<file path="config.mk">
export PLATFORM = sky130hd
export DESIGN_NAME = a2d_arbiter
export DESIGN_NICKNAME = d
export VERILOG_FILES = /design/src/rtl/a2d_arbiter.sv
export SDC_FILE = /design/constraint.sdc
export NUM_CORES = 1
export LEC_CHECK = 0
export BUFFER_PORTS_ARGS = -buffer_cell sky130_fd_sc_hd__buf_4
export CAP_MARGIN = 20
export CELL_PAD_IN_SITES_DETAIL_PLACEMENT = 0
export CELL_PAD_IN_SITES_GLOBAL_PLACEMENT = 1
export CORE_MARGIN = 8
export CORE_UTILIZATION = 37
export CTS_BUF_LIST = sky130_fd_sc_hd__clkbuf_16
export DETAILED_ROUTE_END_ITERATION = 7
export HOLD_SLACK_MARGIN = 0.1
export PLACE_DENSITY_LB_ADDON = 0.1
export SETUP_SLACK_MARGIN = 0.2
export SLEW_MARGIN = 0
export SYNTH_ARGS = -nofsm -noshare
export SYNTH_HDL_FRONTEND = slang
export SYNTH_SLANG_ARGS = --single-unit
</file>
<file path="constraint.sdc">
create_clock -name clk -period 4.2 [get_ports clk]
set_input_delay 0 -clock clk [delete_from_list [all_inputs] [get_ports clk]]
set_output_delay 0 -clock clk [all_outputs]
set_load 0.02 [all_outputs]
</file>
<file path="src/rtl/a2d_arbiter.sv">
// a2d_arbiter: round-robin arbiter sharing one A2D converter between two requesters.
// Ports: req0/chnl0, req1/chnl1 requests in; gnt/done0/done1/res_out/busy back to the
//   requesters; strt_cnv/chnnl out to the A2D; cnv_cmplt/res in from the A2D; err watchdog pulse.
// Latency: strt_cnv one cycle after a request is seen in IDLE; done pulses one cycle after
//   cnv_cmplt, and the block is back in IDLE the cycle after that.
// Backpressure: requests arriving while busy are held off until IDLE; a losing requester is
//   served next.
// Optional macro A2D_TIMEOUT_EN: adds a WAIT watchdog that forces DONE with err after
//   TIMEOUT_CYCLES clocks. When it is undefined, err is tied low.
module a2d_arbiter #(
  parameter int RES_W          = 12,
  parameter int CH_W           = 3,
  parameter int TIMEOUT_CYCLES = 1024
) (
  input  logic             clk,
  input  logic             rst_n,
  input  logic             req0,
  input  logic [CH_W-1:0]  chnl0,
  input  logic             req1,
  input  logic [CH_W-1:0]  chnl1,
  output logic [1:0]       gnt,
  output logic             done0,
  output logic             done1,
  output logic [RES_W-1:0] res_out,
  output logic             busy,
  output logic             strt_cnv,
  output logic [CH_W-1:0]  chnnl,
  input  logic             cnv_cmplt,
  input  logic [RES_W-1:0] res,
  output logic             err
);

  typedef enum logic [1:0] {IDLE, START, WAIT, DONE} state_t;

  state_t state, state_nxt;
  logic   last_gnt;     // index of the requester served most recently
  logic   win_vld;
  logic   win_id;
  logic   tmo_hit;      // watchdog expired in this WAIT cycle

  // Winner selection. On a tie, the requester not served last goes first.
  always_comb begin
    win_vld = req0 | req1;
    win_id  = (req0 && req1) ? ~last_gnt : req1;
  end

`ifdef A2D_TIMEOUT_EN
  localparam int CNT_W = (TIMEOUT_CYCLES > 1) ? $clog2(TIMEOUT_CYCLES) : 1;

  logic [CNT_W-1:0] tmo_cnt;
  logic             tmo_flag;

  // A completion in the terminal-count cycle takes priority over the timeout.
  assign tmo_hit = (state == WAIT) && !cnv_cmplt &&
                   (tmo_cnt == CNT_W'(TIMEOUT_CYCLES - 1));

  // The counter clears while in START, so it reads 0 in the first WAIT cycle.
  // tmo_flag is high only during the DONE cycle that follows an expiry.
  always_ff @(posedge clk or negedge rst_n) begin
    if (!rst_n) begin
      tmo_cnt  <= '0;
      tmo_flag <= 1'b0;
    end else begin
      tmo_flag <= tmo_hit;
      if (state == START)     tmo_cnt <= '0;
      else if (state == WAIT) tmo_cnt <= tmo_cnt + 1'b1;
    end
  end

  assign err = tmo_flag;
`else
  assign tmo_hit = 1'b0;
  // TIMEOUT_CYCLES only matters with the watchdog; the compare folds to a constant.
  assign err     = 1'b0 & (TIMEOUT_CYCLES == 0);
`endif

  // State register.
  always_ff @(posedge clk or negedge rst_n) begin
    if (!rst_n) state <= IDLE;
    else        state <= state_nxt;
  end

  // Next-state logic.
  always_comb begin
    state_nxt = state;
    case (state)
      IDLE:  if (win_vld) state_nxt = START;
      START: state_nxt = WAIT;   // a cnv_cmplt seen here is not from our start
      WAIT:  if (cnv_cmplt || tmo_hit) state_nxt = DONE;
      DONE:  state_nxt = IDLE;
      default: state_nxt = IDLE;
    endcase
  end

  // State-decoded outputs.
  always_comb begin
    strt_cnv = (state == START);
    busy     = (state != IDLE);
    done0    = (state == DONE) && gnt[0];
    done1    = (state == DONE) && gnt[1];
  end

  // Grant, channel and result registers.
  always_ff @(posedge clk or negedge rst_n) begin
    if (!rst_n) begin
      gnt      <= 2'b00;
      last_gnt <= 1'b1;
      chnnl    <= '0;
      res_out  <= '0;
    end else begin
      case (state)
        IDLE: if (win_vld) begin
          gnt      <= win_id ? 2'b10 : 2'b01;
          last_gnt <= win_id;
          chnnl    <= win_id ? chnl1 : chnl0;
        end
        WAIT: if (cnv_cmplt) res_out <= res;
        DONE: gnt <= 2'b00;
        default: ;
      endcase
    end
  end

endmodule

</file>
Word-level counts from Yosys, hierarchy flattened. Cells that the tools add are included.

Register bits: 20. Bits of input ports: 23.

Bitwise gates (word level): 2. Eq/ne operators: 5. Reductions and logical operators: 10. Mux-type cells: 8.

Operators with widths (number): $mux 2 (4); $pmux 2 s4 (1); $reduce_and 2->1 (4); $eq 2x2->1 const B (2); $ne 2x2->1 const B (2); $pmux 2 s2 (1); $reduce_bool 2->1 (2); $logic_and 1x1->1 (3); $mux 3 (1); $eq 2x1->1 const B (1); $logic_not 2->1 (1); $mux 1 (1); $not 1->1 (1); $or 1x1->1 (1).

Logic depth before layout (Yosys ltp).
Depth after elaboration: 5. Depth in mapped cells: 6. Gate-level depth less buffers: 5.

Worst setup path after synthesis. Ideal clock, no wire load.

Path kind: register to register. From: register state[0]. To: register res_out[0]. Library setup time: 0.125 ns. Stages on the path, launching flop included: 6. Period minus slack after synthesis: 1.371 ns. Setup slack: 2.829 ns. Data arrival time: 1.246 ns. Path through: dfrtp_1 > inv_1 > ha_1 > nand2_1 > buf_6 > mux2_4.

Cells in the longest elaborated chain, start to end: 2.

RTL lines: start, declared (RTL line 35) `state_t state, state_nxt;`; start signal, assigned (RTL line 80) `else state <= state_nxt;`; $eq 2x2->1 (RTL line 111) `case (state)`; $reduce_and 2->1 (no source line); end signal, assigned (RTL line 117) `WAIT: if (cnv_cmplt) res_out <= res;`; end, declared (RTL line 24) `output logic [RES_W-1:0] res_out,`.

No other way between the ends. A chain may end at the register's enable or synchronous reset.

Worst setup path after layout.
From: register state[0]. To: register chnnl[1].

Cells in the longest elaborated chain, start to end: 2.

RTL lines: $logic_not 2->1 (RTL line 111); $reduce_and 2->1 (no source line); end signal, assigned (RTL line 115) `chnnl <= win_id ? chnl1 : chnl0;`; end, declared (RTL line 27) `output logic [CH_W-1:0] chnnl,`.

No other way between the ends.

==> metrics.md <==
| Metric | Value |
|---|---|
| Status | completed |
| Leak | 0.821 nW |
| Core ar. | 2500 um2 |
| I/O Pins | 45 |
| Placer Congestion | 0.709 |
| H-tree depth | 1 |
| Die X | 67.6 um |
| First-pass GRT wire length | 3840 um |
| Startpoint types | register |
| Worst Setup Slack, final | 2.24 ns |
| Fraction of layout cells with a size suffix above 1 | 43.8% |
| Filler cells | 209 |
| Power per cell area | around 760 nW/um2 |
| Area Overhead vs Synth | 67.1% |
| CTS Sinks | 20 |
| Syn nets | between 100 and 150 |
| WL per Instance | around 14 um |
| CTS tree | yes |
| Num rows | 18 |
| Synth top area cells | dfrtp_1 48%, mux2_4 15%, ha_1 6.3%, nand2_1 3.4%, dfstp_2 2.7% |
| Antenna violations before repair | 0 |
| ANT cells | 0 |
| Seq/Total Area, Yosys | 50.9% |
| DP Cell Count | 150 |
| PortBufs | 43 |
| Number of global-route vias before repair | 819 |
| Multi-input logic area | 449 um2 |
| CTS Buf Count | 3 |
| Non-filler instance count after layout | 176 |
| Max FO, Critical Path | 8 |
| Peak VDD IR | ~0.56 mV |
| Overall power | 1.26 mW |
| Initial Util | about two fifths |
| Via-to-Cell Ratio | 4.66 |
| Fin Setup TNS | 0 ns |
| CTS root buffer | clkbuf_16 |
| Setup-failing EPs final | 0 |
| Fin util | 65.9% |
| Worst slew pin tran | about 0.67 ns |
| Distinct cells, synth | 27 |
| Clock slew at the register clock pins of the worst setup and hold paths | around 0.060 ns |
| DP Area | 1320 um2 |
| Fin. Hold Viols | 0 |
| Cells after Synth | 80 |
| M2 GR Usage | a little under a fifth |
| RSZ-0062 raised after global routing | false |
| Post-synth top area share | 48.2% |
| Routed Antenna Nets | 0 |
| Via count | 820 |
| Clock Skew | 0.00167 ns |
| Setup crit end kind | register |
| Synth top cells by count | 19 x dfrtp_1, 10 x mux2_4, 9 x nand2_1, 5 x ha_1 |
| Final Critical Period | roughly 2.0 ns |
| Peak Freq | 510 MHz |
| Final worst path period share | 46.7% |
| Hold WC Path Type | input port to async pin |
| Post-synth EDFFs | 0 |
| CTS max path bufs | 2 |
| Die Ht | between 60 and 70 um |
| WL final | about 2500 um |
| Total global-route track usage | 11.6% |
| Yosys warns | 0 |
| Pre-CTS WS | ~2.4 ns |
| Most frequent cell after synthesis | dfrtp_1 |
| # Post-CTS Setup Buffers | 0 |
| Clock latency on the worst-skew pair | 0.25 ns |
| Post-route cell area | 1650 um2 |
| MaxCap Viol Count | 0 |
| Met1 usage | between 10% and 20% |
| Met3 Track Usage GR | 4.64% |
| CP Class | register to register |
| WP data required | 4.39 ns |
| Total gr overflow | 0 |
| Post-synth ARST share | 100% |
| Syn Std Cell Area | a little under 1000 um2 |
| Die area | 4570 um2 |
| Critical Path AT | around 2.2 ns |
| Synthesized area per cell | 12.3 um2 |
| Hold WS | 0.159 ns |
| Max Transition Viols Final | 0 |
| Hpwl dp | approximately 1700 um |
| First DRT Iteration DRCs | 27 |
| #FFs+latches synth | 20 |
| FF+latch area | 502 um2 |
| Slew headroom | 55.1% |
| DRC Markers | 0 |
| Synth area leader | dfrtp_1 |
| GR peak layer | met2 |
| Largest net degree at the start of global routing | 21 |
| Prevailing post-synth register cell | dfrtp_1 |
| Fin nets | 175 |
| Pre-antenna DRT Iters | 4 |
## layout make-up
cell class	instances	share of cell area [%]
clock inverters	1	1.82
multi-input cells	54	27.3
repair buffers	65	33.0
clock buffers	3	4.56
flip-flops and latches	20	30.4
well taps	30	2.28
inverters	3	0.683
## layout by cell type (no fill, tap or decap), types with 4 or more instances in the layout
cell type	netlist	final
nor2_1	4	4
ha_1	5	5
mux2_4	10	10
a31oi_1	4	4
nand2_1	9	9
buf_4	1	43
dlygate4sd3_1	0	22
dfrtp_1	19	19
## critical path, cell delays in order (launching register included)
cell and delay (ns):
dfrtp_1 0.42, inv_1 0.10, ha_1 0.34, o21a_2 0.25
nor2_1 0.06, a31oi_1 0.16, dlygate4sd3_1 0.57
## final timing paths
| check | from | endpoint | slack, ns | depth (start not counted) |
|---|---|---|---|---|
| setup reg to reg | state[0] | chnnl[1] | 2.24 | 6 |
| hold reg to reg | res_out[8] | res_out[8] | 0.51 | 1 |
| max in group asynchronous | rst_n | last_gnt | 3.77 | 2 |
| hold / removal | rst_n | state[1] | 0.16 | 2 |
| min in group clk | cnv_cmplt | state[1] | 0.18 | 4 |
| setup / recovery | state[0] | chnnl[1] | 2.24 | 6 |
## report_power, final
part | total (mW) | internal (mW) | switching, mW
registers | 0.365 | 0.296 | 0.0687
clock network | 0.263 | 0.189 | 0.0735
logic | 0.630 | 0.340 | 0.290
total | 1.26 | 0.825 | 0.432
## repair_timing
action	4_1_cts	5_1_grt
hold buffers	22	0
gates resized for setup	0	0
endpoints found under the hold margin	37	0
## registers in the layout (all words and copies together) (netlist names)
signal,count
gnt,2
res_out,12
last_gnt,1
chnnl,3
state,2
## kinds of logic after synthesis
| kind of cell | after synthesis | share of synthesized area [%] |
|---|---|---|
| multiplexers | 13 | 18.7 |
| flip-flops | 20 | 50.9 |
| buffers and inverters | 6 | 3.55 |
| AO/OA/AOI/OAI | 15 | 10.8 |
| adder cells (fa/ha/maj) | 5 | 6.35 |
| other | 1 | 0.380 |
| AND/OR/NAND/NOR | 20 | 9.39 |
## layer usage
layer / routed length, um / vias up
li1: - / 404
met1: 1030 / 384
met2: 1230 / 27
met3: 214 / 5
met4: 51 / 0
met5: 0 / -
(Power assumes the default switching activity.)
